## src/rtl/mem_bus_ctrl.sv

```systemverilog
// -----------------------------------------------------------------------------
// mem_bus_ctrl
//
// Bridges the pipeline memory stage to a simple request/acknowledge bus.
// The memory stage raises re or we and holds it while busy=1. The block
// latches the address, store data and direction, holds bus_req for the
// whole ACCESS phase and waits for bus_ack. Load data is captured into
// rdata on the ack edge. An access with no ack is aborted after TIMEOUT
// ACCESS cycles and flagged with a one-cycle err pulse.
//
// Parameters
//   TIMEOUT   : maximum ACCESS cycles before abort; 0 disables the timeout
//
// Ports
//   clk       : clock, rising edge
//   rst_n     : asynchronous active-low reset
//   re, we    : read / write request (a write wins when both are set)
//   addr      : word address
//   wdata     : store data
//   rdata     : registered load data
//   busy      : pipeline stall request (combinational)
//   err       : access aborted by timeout (one DONE cycle)
//   bus_req   : bus transaction request, high exactly in ACCESS
//   bus_we    : 1 = write transaction
//   bus_addr  : latched word address
//   bus_wdata : latched store data
//   bus_ack   : transaction complete, bus_rdata valid in the same cycle
//   bus_rdata : read data from the bus
// -----------------------------------------------------------------------------
module mem_bus_ctrl #(
    parameter int TIMEOUT = 255
) (
    input  logic        clk,
    input  logic        rst_n,
    input  logic        re,
    input  logic        we,
    input  logic [29:0] addr,
    input  logic [31:0] wdata,
    output logic [31:0] rdata,
    output logic        busy,
    output logic        err,
    output logic        bus_req,
    output logic        bus_we,
    output logic [29:0] bus_addr,
    output logic [31:0] bus_wdata,
    input  logic        bus_ack,
    input  logic [31:0] bus_rdata
);

    // A zero TIMEOUT would give a zero-width counter; keep one bit so the
    // logic stays legal. The counter is unused in that case.
    localparam int CW = (TIMEOUT > 0) ? $clog2(TIMEOUT + 1) : 1;
    // Abort when the count is about to reach TIMEOUT, so the last ACCESS
    // cycle is cycle number TIMEOUT.
    localparam logic [CW-1:0] T_LAST = CW'((TIMEOUT > 0) ? (TIMEOUT - 1) : 0);

    typedef enum logic [1:0] {
        IDLE   = 2'd0,
        ACCESS = 2'd1,
        DONE   = 2'd2
    } state_t;

    state_t        state_reg,     state_next;
    logic [CW-1:0] cnt_reg,       cnt_next;
    logic          bus_req_reg,   bus_req_next;
    logic          bus_we_reg,    bus_we_next;
    logic [29:0]   bus_addr_reg,  bus_addr_next;
    logic [31:0]   bus_wdata_reg, bus_wdata_next;
    logic [31:0]   rdata_reg,     rdata_next;
    logic          err_reg,       err_next;

    always_ff @(posedge clk or negedge rst_n) begin
        if (!rst_n) begin
            state_reg     <= IDLE;
            cnt_reg       <= '0;
            bus_req_reg   <= 1'b0;
            bus_we_reg    <= 1'b0;
            bus_addr_reg  <= '0;
            bus_wdata_reg <= '0;
            rdata_reg     <= '0;
            err_reg       <= 1'b0;
        end else begin
            state_reg     <= state_next;
            cnt_reg       <= cnt_next;
            bus_req_reg   <= bus_req_next;
            bus_we_reg    <= bus_we_next;
            bus_addr_reg  <= bus_addr_next;
            bus_wdata_reg <= bus_wdata_next;
            rdata_reg     <= rdata_next;
            err_reg       <= err_next;
        end
    end

    always_comb begin
        state_next     = state_reg;
        cnt_next       = cnt_reg;
        bus_req_next   = 1'b0;
        bus_we_next    = bus_we_reg;
        bus_addr_next  = bus_addr_reg;
        bus_wdata_next = bus_wdata_reg;
        rdata_next     = rdata_reg;
        err_next       = 1'b0;
        busy           = 1'b0;

        case (state_reg)
            IDLE: begin
                // bus_ack is deliberately not looked at here.
                if (re || we) begin
                    busy           = 1'b1;
                    state_next     = ACCESS;
                    bus_req_next   = 1'b1;
                    cnt_next       = '0;
                    bus_we_next    = we;
                    bus_addr_next  = addr;
                    bus_wdata_next = wdata;
                end
            end
            ACCESS: begin
                busy = 1'b1;
                if (bus_ack) begin
                    // Ack beats a coinciding timeout.
                    state_next = DONE;
                    if (!bus_we_reg) begin
                        rdata_next = bus_rdata;
                    end
                end else begin
                    cnt_next = cnt_reg + 1'b1;
                    if ((TIMEOUT != 0) && (cnt_reg == T_LAST)) begin
                        state_next = DONE;
                        err_next   = 1'b1;
                    end else begin
                        bus_req_next = 1'b1;
                    end
                end
            end
            DONE: begin
                state_next = IDLE;
            end
            default: begin
                state_next = IDLE;
            end
        endcase
    end

    assign rdata     = rdata_reg;
    assign err       = err_reg;
    assign bus_req   = bus_req_reg;
    assign bus_we    = bus_we_reg;
    assign bus_addr  = bus_addr_reg;
    assign bus_wdata = bus_wdata_reg;

endmodule

```

## config.mk

```make
export PLATFORM = sky130hd
export DESIGN_NAME = mem_bus_ctrl
export DESIGN_NICKNAME = d
export VERILOG_FILES = /design/src/rtl/mem_bus_ctrl.sv
export SDC_FILE = /design/constraint.sdc
export NUM_CORES = 1
export LEC_CHECK = 0
export BUFFER_PORTS_ARGS = -buffer_cell sky130_fd_sc_hd__buf_2
export CAP_MARGIN = 20
export CORE_ASPECT_RATIO = 1.5
export CORE_MARGIN = 2
export CORE_UTILIZATION = 48
export CTS_BUF_LIST = sky130_fd_sc_hd__clkbuf_2
export DETAILED_ROUTE_END_ITERATION = 8
export PLACE_DENSITY = 0.83
export RECOVER_POWER = 100
export SLEW_MARGIN = 5
export SYNTH_ARGS = -nofsm -noshare
export SYNTH_HDL_FRONTEND = slang
export SYNTH_SLANG_ARGS = --single-unit
```

## constraint.sdc

```tcl
create_clock -name clk -period 2.1 [get_ports clk]
set_clock_uncertainty 0.05 [all_clocks]
set_input_delay 0.525 -clock clk [delete_from_list [all_inputs] [get_ports clk]]
set_output_delay 0.525 -clock clk [all_outputs]
set_load 0.02 [all_outputs]
```

Yosys cells after proc, flatten, opt, wreduce, memory -nomap -nowiden. Index checks and enable logic that the tools add are counted.

Flip-flop bits (word level): 107. Word-level logic and storage cells: 37. Input port bits: 99. Output and inout port bits: 98.

Bitwise operators: 1. Eq/ne operators: 5. $add $sub $neg: 1. Reduce and logical (&&, ||, !) cells: 7. Muxes and demuxes: 15.

Operators by type and width (number): $mux W8 (2); $pmux W8 S2 (1); $add A8 B1 Y8 const B (1); $eq A8 B8 Y1 const B (1); $mux W1 (6); $mux W2 (3); $reduce_and A3 Y1 (2); $ne A2 B2 Y1 const B (2); $pmux W1 S2 (2); $pmux W2 S2 (1); $reduce_and A2 Y1 (2); $ne A3 B3 Y1 const B (1); $eq A2 B1 Y1 const B (1); $logic_not A2 Y1 (1); $reduce_bool A2 Y1 (1); $logic_or A1 B1 Y1 (1); $not A1 Y1 (1).

Longest topological paths before layout. Gate-level depths: netlist of the first run.

Word-level depth: 4. Depth in mapped cells: 6.

Worst setup path after synthesis of the first run. No wires, ideal clock.

Path type: input to register. Start: in bus_ack. End: reg cnt_reg[7]. Data arrival time: 1.628 ns. Buffers on the path: 0. Cell stages on the path: 4. Slack: 0.343 ns. Setup time: 0.078 ns. Cells stage by stage: a21oi_1 or4b_4 or3_1 a21oi_1.

Cells in the longest elaborated chain, start to end: 2.

Ends and longest elaborated chain: start: declaration (line 46) `input logic bus_ack,`; $ne A2 B2 Y1 (no line); $reduce_and A3 Y1 (no line); end signal: assignment (line 84) `cnt_reg <= cnt_next;`; end: declaration (line 64) `logic [CW-1:0] cnt_reg, cnt_next;`.

No other way between the ends. A chain may end at the register's enable or synchronous reset.

Worst setup path after layout of the first run.
Start: reg state_reg[0]. End: out busy.

Cells in the longest elaborated chain, start to end: 2.

Ends and longest elaborated chain: start: declaration (line 63) `state_t state_reg, state_next;`; start signal: assignment (line 83) `state_reg <= state_next;`; $eq A2 B1 Y1 or $logic_not A2 Y1 (tied branches) (line 105) `case (state_reg)`; $pmux W1 S2 (*) (line 105); end: declaration (line 40) `output logic busy,`.

Every way passes the cells marked *; elsewhere a longest branch is shown, timed or not.

==> out/metrics.cfg, run 1 <==
[status]
status=finished, final reports clean

[place]
dp.cells=683
place.port_buffers=196
place_area_mm2=0.00529
hpwl_mm=7.18
gp_congestion=0.796

[drt]
ant_nets=0
drt_wl_total_mm=9.75
vias=3421
drt_iter0_markers=207
vias_per_cell=4.84
first_pass_iters=5
routedWlPerCell_um=13.8
drcViolationCount=0

[synthesis]
yosys_warnings=0
synth_area_leaders=dfrtp_1 65%, nand2_1 18%, mux2_2 8.8%
synth_fa_ha_area_share_pct=0.611
synth_area_mm2=0.00410
synthArstFlopShare_pct=100
synth.area.mux_share_pct=8.79
synth_nets=490
yosys.area.top_type=dfrtp_1
synth_cell_types=29
synth-seq-cells=107
netlist.area_leader.share_pct=65.3
ys_seq_area_share_pct=65.3
synth_ff_type=dfrtp_1
postSynthAreaPerCell_um2=10.5
synth-edff-count=0
synth_compound_area_share_pct=1.65
syn_inst=389
synth_xor_area_share_pct=0.855
yosys.area_share.simple_pct=21.0
synth_top_family_by_area=simple AND/OR/NAND/NOR gates

[clocking]
worst_skew_pair.late_latency_ns=0.54
clk_path_buf_depth=2
root_buffer=clkbuf_2
clk_pin_slew_ns=0.26
cts_sinks=107
cts_tree=built
cts_max_level=3
cts_buffers=9

[setup_path]
start_kind=register
critPathSlowestCell=dfrtp_2
cp_max_fo=4
criticalPathCategory=register to primary output
crit_family=flip-flops
path_buf_inv=1
setup.worst_path.end_class=primary output
cp.arrival_ns=1.45
critPathMaxStageDelay_ns=0.50
crit_required_ns=1.52
cp_cell_sequence=nor3_4 > nor2_1 > buf_2

[final_layout]
layout.nets=698
final_common_cell=buf_2
diodes=0
layout_common_cells=195 x buf_2, 193 x nand2_1, 106 x dfrtp_1
area_growth_pct=33.8
final_core_util_pct=65.6
final_cell_area_mm2=0.00548
stdcell_count=707
drive_gt1_share_pct=42.7

[global_routing]
gr-total-overflow=0
grt_usage_pct=20.4
grt_pass1_wl_mm=14.7
grt_pass1_vias=3306
grt_max_degree=65
antenna_found_initial=0

[timing]
slew_violations=0
fin_crit_ns=2.03
clock.fmax_ghz=0.493
worst_slew_pin_slew_ns=1.32
setup_viol=0
max-slew-margin-rel_pct=12.1
rsz0062_at_grt=yes
timing.hold.ws_ns=0.0868
final.period_utilization_pct=96.5
hold_viol=0

[pwr]
p_per_area_mw_per_mm2=1560
p_leak_nw=3.05
ir_worst_vdd_mv=0.701

[floorplanning]
die-area_mm2=0.00931
die_w_um=79.5
die_h_um=117
start_util_pct=49.0
ioPinCount=197
core_mm2=0.00836
rows=41

[hold_path]
hp-class=input port to register

[job]
max-cap-violations=0

tightest hold or removal path, stage by stage:
cell,delay (ns)
buf_2,0.07
nand2_1,0.04
nand2_1,0.05
metrics by stage:
step	TNS (ns)	worst slack (ns)	total power, W
finish	0	0.0734	0.00857
global route	-0.0749	-0.0749	0.00918
detailed placement	0	0.102	0.00774
floorplan	0	0.343	0.00611
global placement	0	0.136	0.00756
CTS	0	0.0207	0.00861
layer usage:
metal	part of all wire, %	vias to the layer above	global-route usage [%]
met5	0	-	0
met1	38	1614	23.7
met4	0.91	0	7.01
met2	54	155	35.5
met3	7.4	11	6.52
li1	-	1641	-
power by group:
| part | total [W] | internal (W) | switching (W) |
|---|---|---|---|
| sequential | 0.00355 | 0.00301 | 0.000536 |
| clock | 0.000879 | 0.000260 | 0.000619 |
| combinational | 0.00415 | 0.00151 | 0.00264 |
cell type report:
cell class	instances	area [um^2]
sequential	107	2680
clock buffer	9	45.0
multi-input combinational	264	1380
inverter	2	7.51
clock inverter	5	55.1
timing repair buffer	213	1180
fill	636	2880
tap	107	134
worst paths after layout:
path | from | end | slack (ns) | cells after the start
worst max-delay path | state_reg[0] | busy | 0.07 | 3
worst min-delay path | wdata[4] | bus_wdata[4] | 0.09 | 3
worst max register to register | state_reg[0] | cnt_reg[7] | 0.12 | 5
worst min register to register | bus_wdata[15] | bus_wdata[15] | 0.45 | 2
max in group asynchronous | rst_n | bus_addr[21] | 0.23 | 3
min in group asynchronous | rst_n | rdata[8] | 0.71 | 2
synthesized netlist by cell type (2+ instances only):
library cell / count
mux2_2: 32
a21oi_1: 3
dfrtp_1: 107
xor2_1: 4
inv_1: 2
buf_1: 6
nand2_1: 193
buf_2: 4
nor2_1: 8
clkbuf_1: 6
o21ai_0: 3
nand4_1: 3
ha_1: 2
timing repair:
action / CTS / global route
resized for setup: 2 / 1
cloned: 0 / 0
setup endpoints to repair: 1 / 1
endpoints found under the hold margin: 22 / 8
hold buffers: 1 / 8
buffers inserted: 0 / 1
kinds of logic after synthesis:
group | count (synthesis)
simple gates | 215
xor+xnor | 4
fa+ha+maj | 2
flops | 107
mux | 32
buf+inv | 18
compound gates | 11
Note: power is estimated with default switching activity, not from simulation.
==> run 2: changes to the inputs <==
--- a/config.mk
+++ b/config.mk
@@ -5,6 +5,7 @@
 export SDC_FILE = /design/constraint.sdc
 export NUM_CORES = 1
 export LEC_CHECK = 0
+export ABC_AREA = 1
 export BUFFER_PORTS_ARGS = -buffer_cell sky130_fd_sc_hd__buf_2
 export CAP_MARGIN = 20
 export CORE_ASPECT_RATIO = 1.5
@@ -12,7 +13,7 @@
 export CORE_UTILIZATION = 48
 export CTS_BUF_LIST = sky130_fd_sc_hd__clkbuf_2
 export DETAILED_ROUTE_END_ITERATION = 8
-export PLACE_DENSITY = 0.83
+export PLACE_DENSITY = 0.82
 export RECOVER_POWER = 100
 export SLEW_MARGIN = 5
 export SYNTH_ARGS = -nofsm -noshare
==> out/metrics.cfg, run 2 <==
[global_routing]
grt_pass1_wl_mm=15.9
grt_max_degree=44
gr-total-overflow=0
antenna_found_initial=1
grt_usage_pct=20.9
grt_pass1_vias=3650

[pwr]
p_per_area_mw_per_mm2=1540
ir_worst_vdd_mv=0.763
p_leak_nw=2.92

[clocking]
cts_buffers=9
cts_max_level=3
clk_pin_slew_ns=0.28
cts_sinks=107
clk_path_buf_depth=2
worst_skew_pair.late_latency_ns=0.54
root_buffer=clkbuf_2
cts_tree=built

[setup_path]
worstSetupStartpoint=state_reg[1]
criticalPathCategory=register to primary output
r2r_start=state_reg[0]
cp_cell_sequence=nor2_2 > nand2_2 > nand2_1 > buf_6
cp_max_fo=2
critPathMaxStageDelay_ns=0.45
start_kind=register
crit_required_ns=1.52
cp.arrival_ns=1.38
critPathSlowestCell=dfrtp_1
setup.worst_path.end_class=primary output

[place]
preCtsSetupSlack_ns=0.319
gp_congestion=0.792
place.port_buffers=196
dp.cells=776
hpwl_mm=7.50

[final_layout]
drive_gt1_share_pct=18.9
stdcell_count=795
layout.nets=780
layout_common_cells=269 x nand2_1, 107 x dfrtp_1, 98 x clkbuf_1
area_growth_pct=23.6
final_common_cell=nand2_1

[floorplanning]
die_w_um=81.1
rows=42
die-area_mm2=0.00970
ioPinCount=197
start_util_pct=49.1
die_h_um=120
core_mm2=0.00872

[synthesis]
synth_commonest_cells=268 x nand2_1, 107 x dfrtp_1, 38 x nand3_1
postSynthAreaPerCell_um2=8.84
yosys.area.top_type=dfrtp_1
syn_inst=484
netlist.area_leader.share_pct=62.6
synth-seq-cells=107
synth_ff_type=dfrtp_1
synth_cell_types=19
synth_area_mm2=0.00428
synthArstFlopShare_pct=100
ys_seq_area_share_pct=62.6
yosys.cell_count.top_type=nand2_1
yosys_warnings=0
synth-edff-count=0
synth_area_leaders=dfrtp_1 63%, nand2_1 24%, nand3_1 4.4%
synth_nets=585

[status]
status=finished, final reports clean

[timing]
final.period_utilization_pct=93.0
max-slew-margin-rel_pct=49.8
worst_slew_pin_slew_ns=0.754
tns_ns=0
setup_viol=0
slew_violations=0
timing.hold.ws_ns=0.0839
fin_crit_ns=1.95
hold_viol=0
rsz0062_at_grt=no
clock.fmax_ghz=0.512
layout_setup_ws_ns=0.146

[drt]
vias_per_cell=4.85
drcViolationCount=0
drt_iter0_markers=221
first_pass_iters=4
vias=3856
routedWlPerCell_um=12.8
drt_wl_total_mm=10.2
ant_nets=0

[hold_path]
hp-start=addr[11]
hp-class=input port to register

[job]
max-cap-violations=0

run 2: cell types whose count changed after synthesis, sizes merged, moves of 6 or more:
cell	before	now
mux2	32	0
inv	2	14
nand2	193	271
clkbuf	6	0
buf	10	23
nand3	1	39
run 2: cells by family (layout without fill, tap and decap cells):
| group | count (synthesis) | after routing | synth area share [%] |
|---|---|---|---|
| flops | 107 | 107 | 62.6 |
| other cells | 0 | 1 | 0 |
| buf+inv | 37 | 237 | 5.14 |
| compound gates | 9 | 9 | 1.05 |
| simple gates | 329 | 329 | 30.7 |
| fa+ha+maj | 2 | 2 | 0.585 |
run 2: area by class of cell:
cell class | instances | area, um^2
diodes | 1 | 2.50
clock buffers | 9 | 45.0
clock inverters | 7 | 68.8
fillers | 841 | 3430
inverters | 14 | 52.6
multi-input cells | 340 | 1370
flip-flops and latches | 107 | 2680
well taps | 110 | 138
repair buffers | 207 | 935
run 2: path summary, 6_finish.rpt:
check / to / slack [ns] / cells after the start
worst max register to register: bus_we / 0.26 / 6
worst min register to register: rdata[23] / 0.46 / 2
max in group asynchronous: bus_wdata[24] / 0.40 / 3
worst max-delay path: busy / 0.15 / 4
worst min-delay path: bus_addr[11] / 0.08 / 3
min in group asynchronous: bus_addr[18] / 0.46 / 2
run 2: power by group:
part	internal (W)	switching [W]	total (W)
sequential	0.00297	0.000535	0.00350
clock	0.000270	0.000652	0.000922
combinational	0.000996	0.00275	0.00375
run 2: repair_timing:
action,4_1_cts,5_1_grt
gates cloned,0,0
buffers inserted,1,0
setup endpoints to repair,1,1
pin swaps,1,1
resized for setup,0,4
hold buffers,1,0
hold endpoints to repair,28,0
run 2: worst max-delay path: cells and delay by family (launching register included):
family                 cells  cell delay, ns
and+or+nand+nor            3            0.27
DFF                        1            0.45
buffers and inverters      1            0.12
run 2: stage by stage:
stage          cell area, um^2  utilization [%]  total power [W]
2_1_floorplan             4280                -          0.00621
6_report                  5290             60.7          0.00817
3_3_place_gp              5310             60.9          0.00741
3_5_place_dp              5310             60.9          0.00756
5_1_grt                   5290             60.7          0.00878
4_1_cts                   5450             62.4          0.00850
run 2: metal layers:
metal / global-route usage, % / vias up / share of wire (%)
li1: - / 1878 / -
met1: 23.4 / 1807 / 39
met2: 38.1 / 151 / 52
met3: 3.83 / 20 / 6.2
met4: 8.47 / 0 / 2.7
met5: 0 / - / 0
==> run 3: changes to the inputs <==
--- a/config.mk
+++ b/config.mk
@@ -10,10 +10,9 @@
 export CAP_MARGIN = 20
 export CORE_ASPECT_RATIO = 1.5
 export CORE_MARGIN = 2
-export CORE_UTILIZATION = 48
-export CTS_BUF_LIST = sky130_fd_sc_hd__clkbuf_2
+export CORE_UTILIZATION = 47
 export DETAILED_ROUTE_END_ITERATION = 8
-export PLACE_DENSITY = 0.82
+export PLACE_DENSITY = 0.8
 export RECOVER_POWER = 100
 export SLEW_MARGIN = 5
 export SYNTH_ARGS = -nofsm -noshare
==> out/metrics.cfg, run 3 (synthesis gave the netlist of run 2 again) <==
[status]
status=finished, final reports clean

[pwr]
ir_worst_vdd_mv=1.15
p_per_area_mw_per_mm2=1620
p_leak_nw=2.96

[global_routing]
grt_pass1_wl_mm=16.3
grt_pass1_vias=3789
grt_usage_pct=21.2
antenna_found_initial=0
grt_max_degree=108
gr-total-overflow=0

[setup_path]
path_buf_inv=1
criticalPathCategory=register to primary output
cp.arrival_ns=1.31
cp_cell_sequence=nor2_1 > nand2_1 > nand2_1 > clkbuf_1
crit_family=flip-flops
critPathMaxStageDelay_ns=0.40
start_kind=register
crit_required_ns=1.52
cp_max_fo=4
critPathSlowestCell=dfrtp_1
setup.worst_path.end_class=primary output
path_common_cell=nand2_1

[final_layout]
area_growth_pct=26.3
diodes=0
layout.nets=774
final_cell_area_mm2=0.00541
drive_gt1_share_pct=18.0
final_common_cell=nand2_1
layout_common_cells=269 x nand2_1, 107 x dfrtp_1, 100 x clkbuf_1

[clocking]
root_buffer=clkbuf_16
cts_hold_buf=0
clk_path_buf_depth=2
cts_tree=built
ctsResizeCount=0
postCtsSetupBuffers=0
cts_max_level=3
clk_pin_slew_ns=0.07
cts_buffers=9
cts_sinks=107
worst_skew_pair.late_latency_ns=0.33

[timing]
slew_violations=0
worst_slew_pin_slew_ns=1.40
timing.hold.ws_ns=0.329
tns_ns=0
hold_viol=0
final.period_utilization_pct=89.6
max-slew-margin-rel_pct=6.45
clock.fmax_ghz=0.531
fin_crit_ns=1.88
setup_viol=0
rsz0062_at_grt=no
layout_setup_ws_ns=0.217

[drt]
vias_per_cell=4.86
ant_nets=0
dr_wl_met3_um=646
vias=3829
top_layer_used=met4
drt-met1-wl_mm=4.00
wl_met2_mm=5.29
drt_wl_total_mm=10.2
drt_iter0_markers=247
drcViolationCount=0
routedWlPerCell_um=13.0
first_pass_iters=4

[floorplanning]
rows=42
die_w_um=81.9
start_util_pct=48.5
ioPinCount=197
die_h_um=121
die-area_mm2=0.00990
core_mm2=0.00883

[place]
preCtsSetupSlack_ns=0.127
place.port_buffers=196
hpwl_mm=7.18
place_area_mm2=0.00530
gp_congestion=0.802

[job]
max-cap-violations=0

[hold_path]
hp-class=input port to register

==> run 3: layout make-up <==
cell class,count,area (um^2)
fillers,840,3420
flip-flops and latches,107,2680
clock inverters,5,28.8
repair buffers,201,898
multi-input cells,340,1380
inverters,14,52.6
well taps,110,138
clock buffers,11,233
==> run 3: path summary, 6_finish.rpt <==
check                        startpoint           end  slack, ns  cells after the start
min in group asynchronous         rst_n  bus_addr[11]       0.59                      2
max reg2reg                state_reg[0]    cnt_reg[6]       0.27                      6
min reg2reg                   rdata[21]     rdata[21]       0.42                      2
max                        state_reg[0]          busy       0.22                      4
min                            wdata[4]  bus_wdata[4]       0.33                      3
max in group asynchronous         rst_n   bus_addr[6]       0.53                      2
==> run 3: tightest hold or removal path: cells and delay by family <==
| family | cells | cell delay [ns] |
|---|---|---|
| and+or+nand+nor | 2 | 0.08 |
| buffers and inverters | 1 | 0.07 |
==> run 3: metrics by stage <==
step	total power, W	util (%)	cells
after global routing	0.00941	61.3	788
final	0.00874	61.3	788
after detailed placement	0.00756	60.0	772
after global placement	0.00742	60.0	772
after floorplan	0.00621	-	484
after CTS	0.00910	63.0	788
==> run 3: routing by layer <==
metal	global-route usage (%)	vias up
met5	0	-
met4	9.79	0
met3	3.87	28
met2	38.1	159
met1	23.6	1781
li1	-	1861
==> run 3: power breakdown <==
group	internal (W)	total [W]	switching, W
Clock	0.000801	0.00149	0.000694
Combinational	0.000976	0.00374	0.00276
Sequential	0.00298	0.00350	0.000520
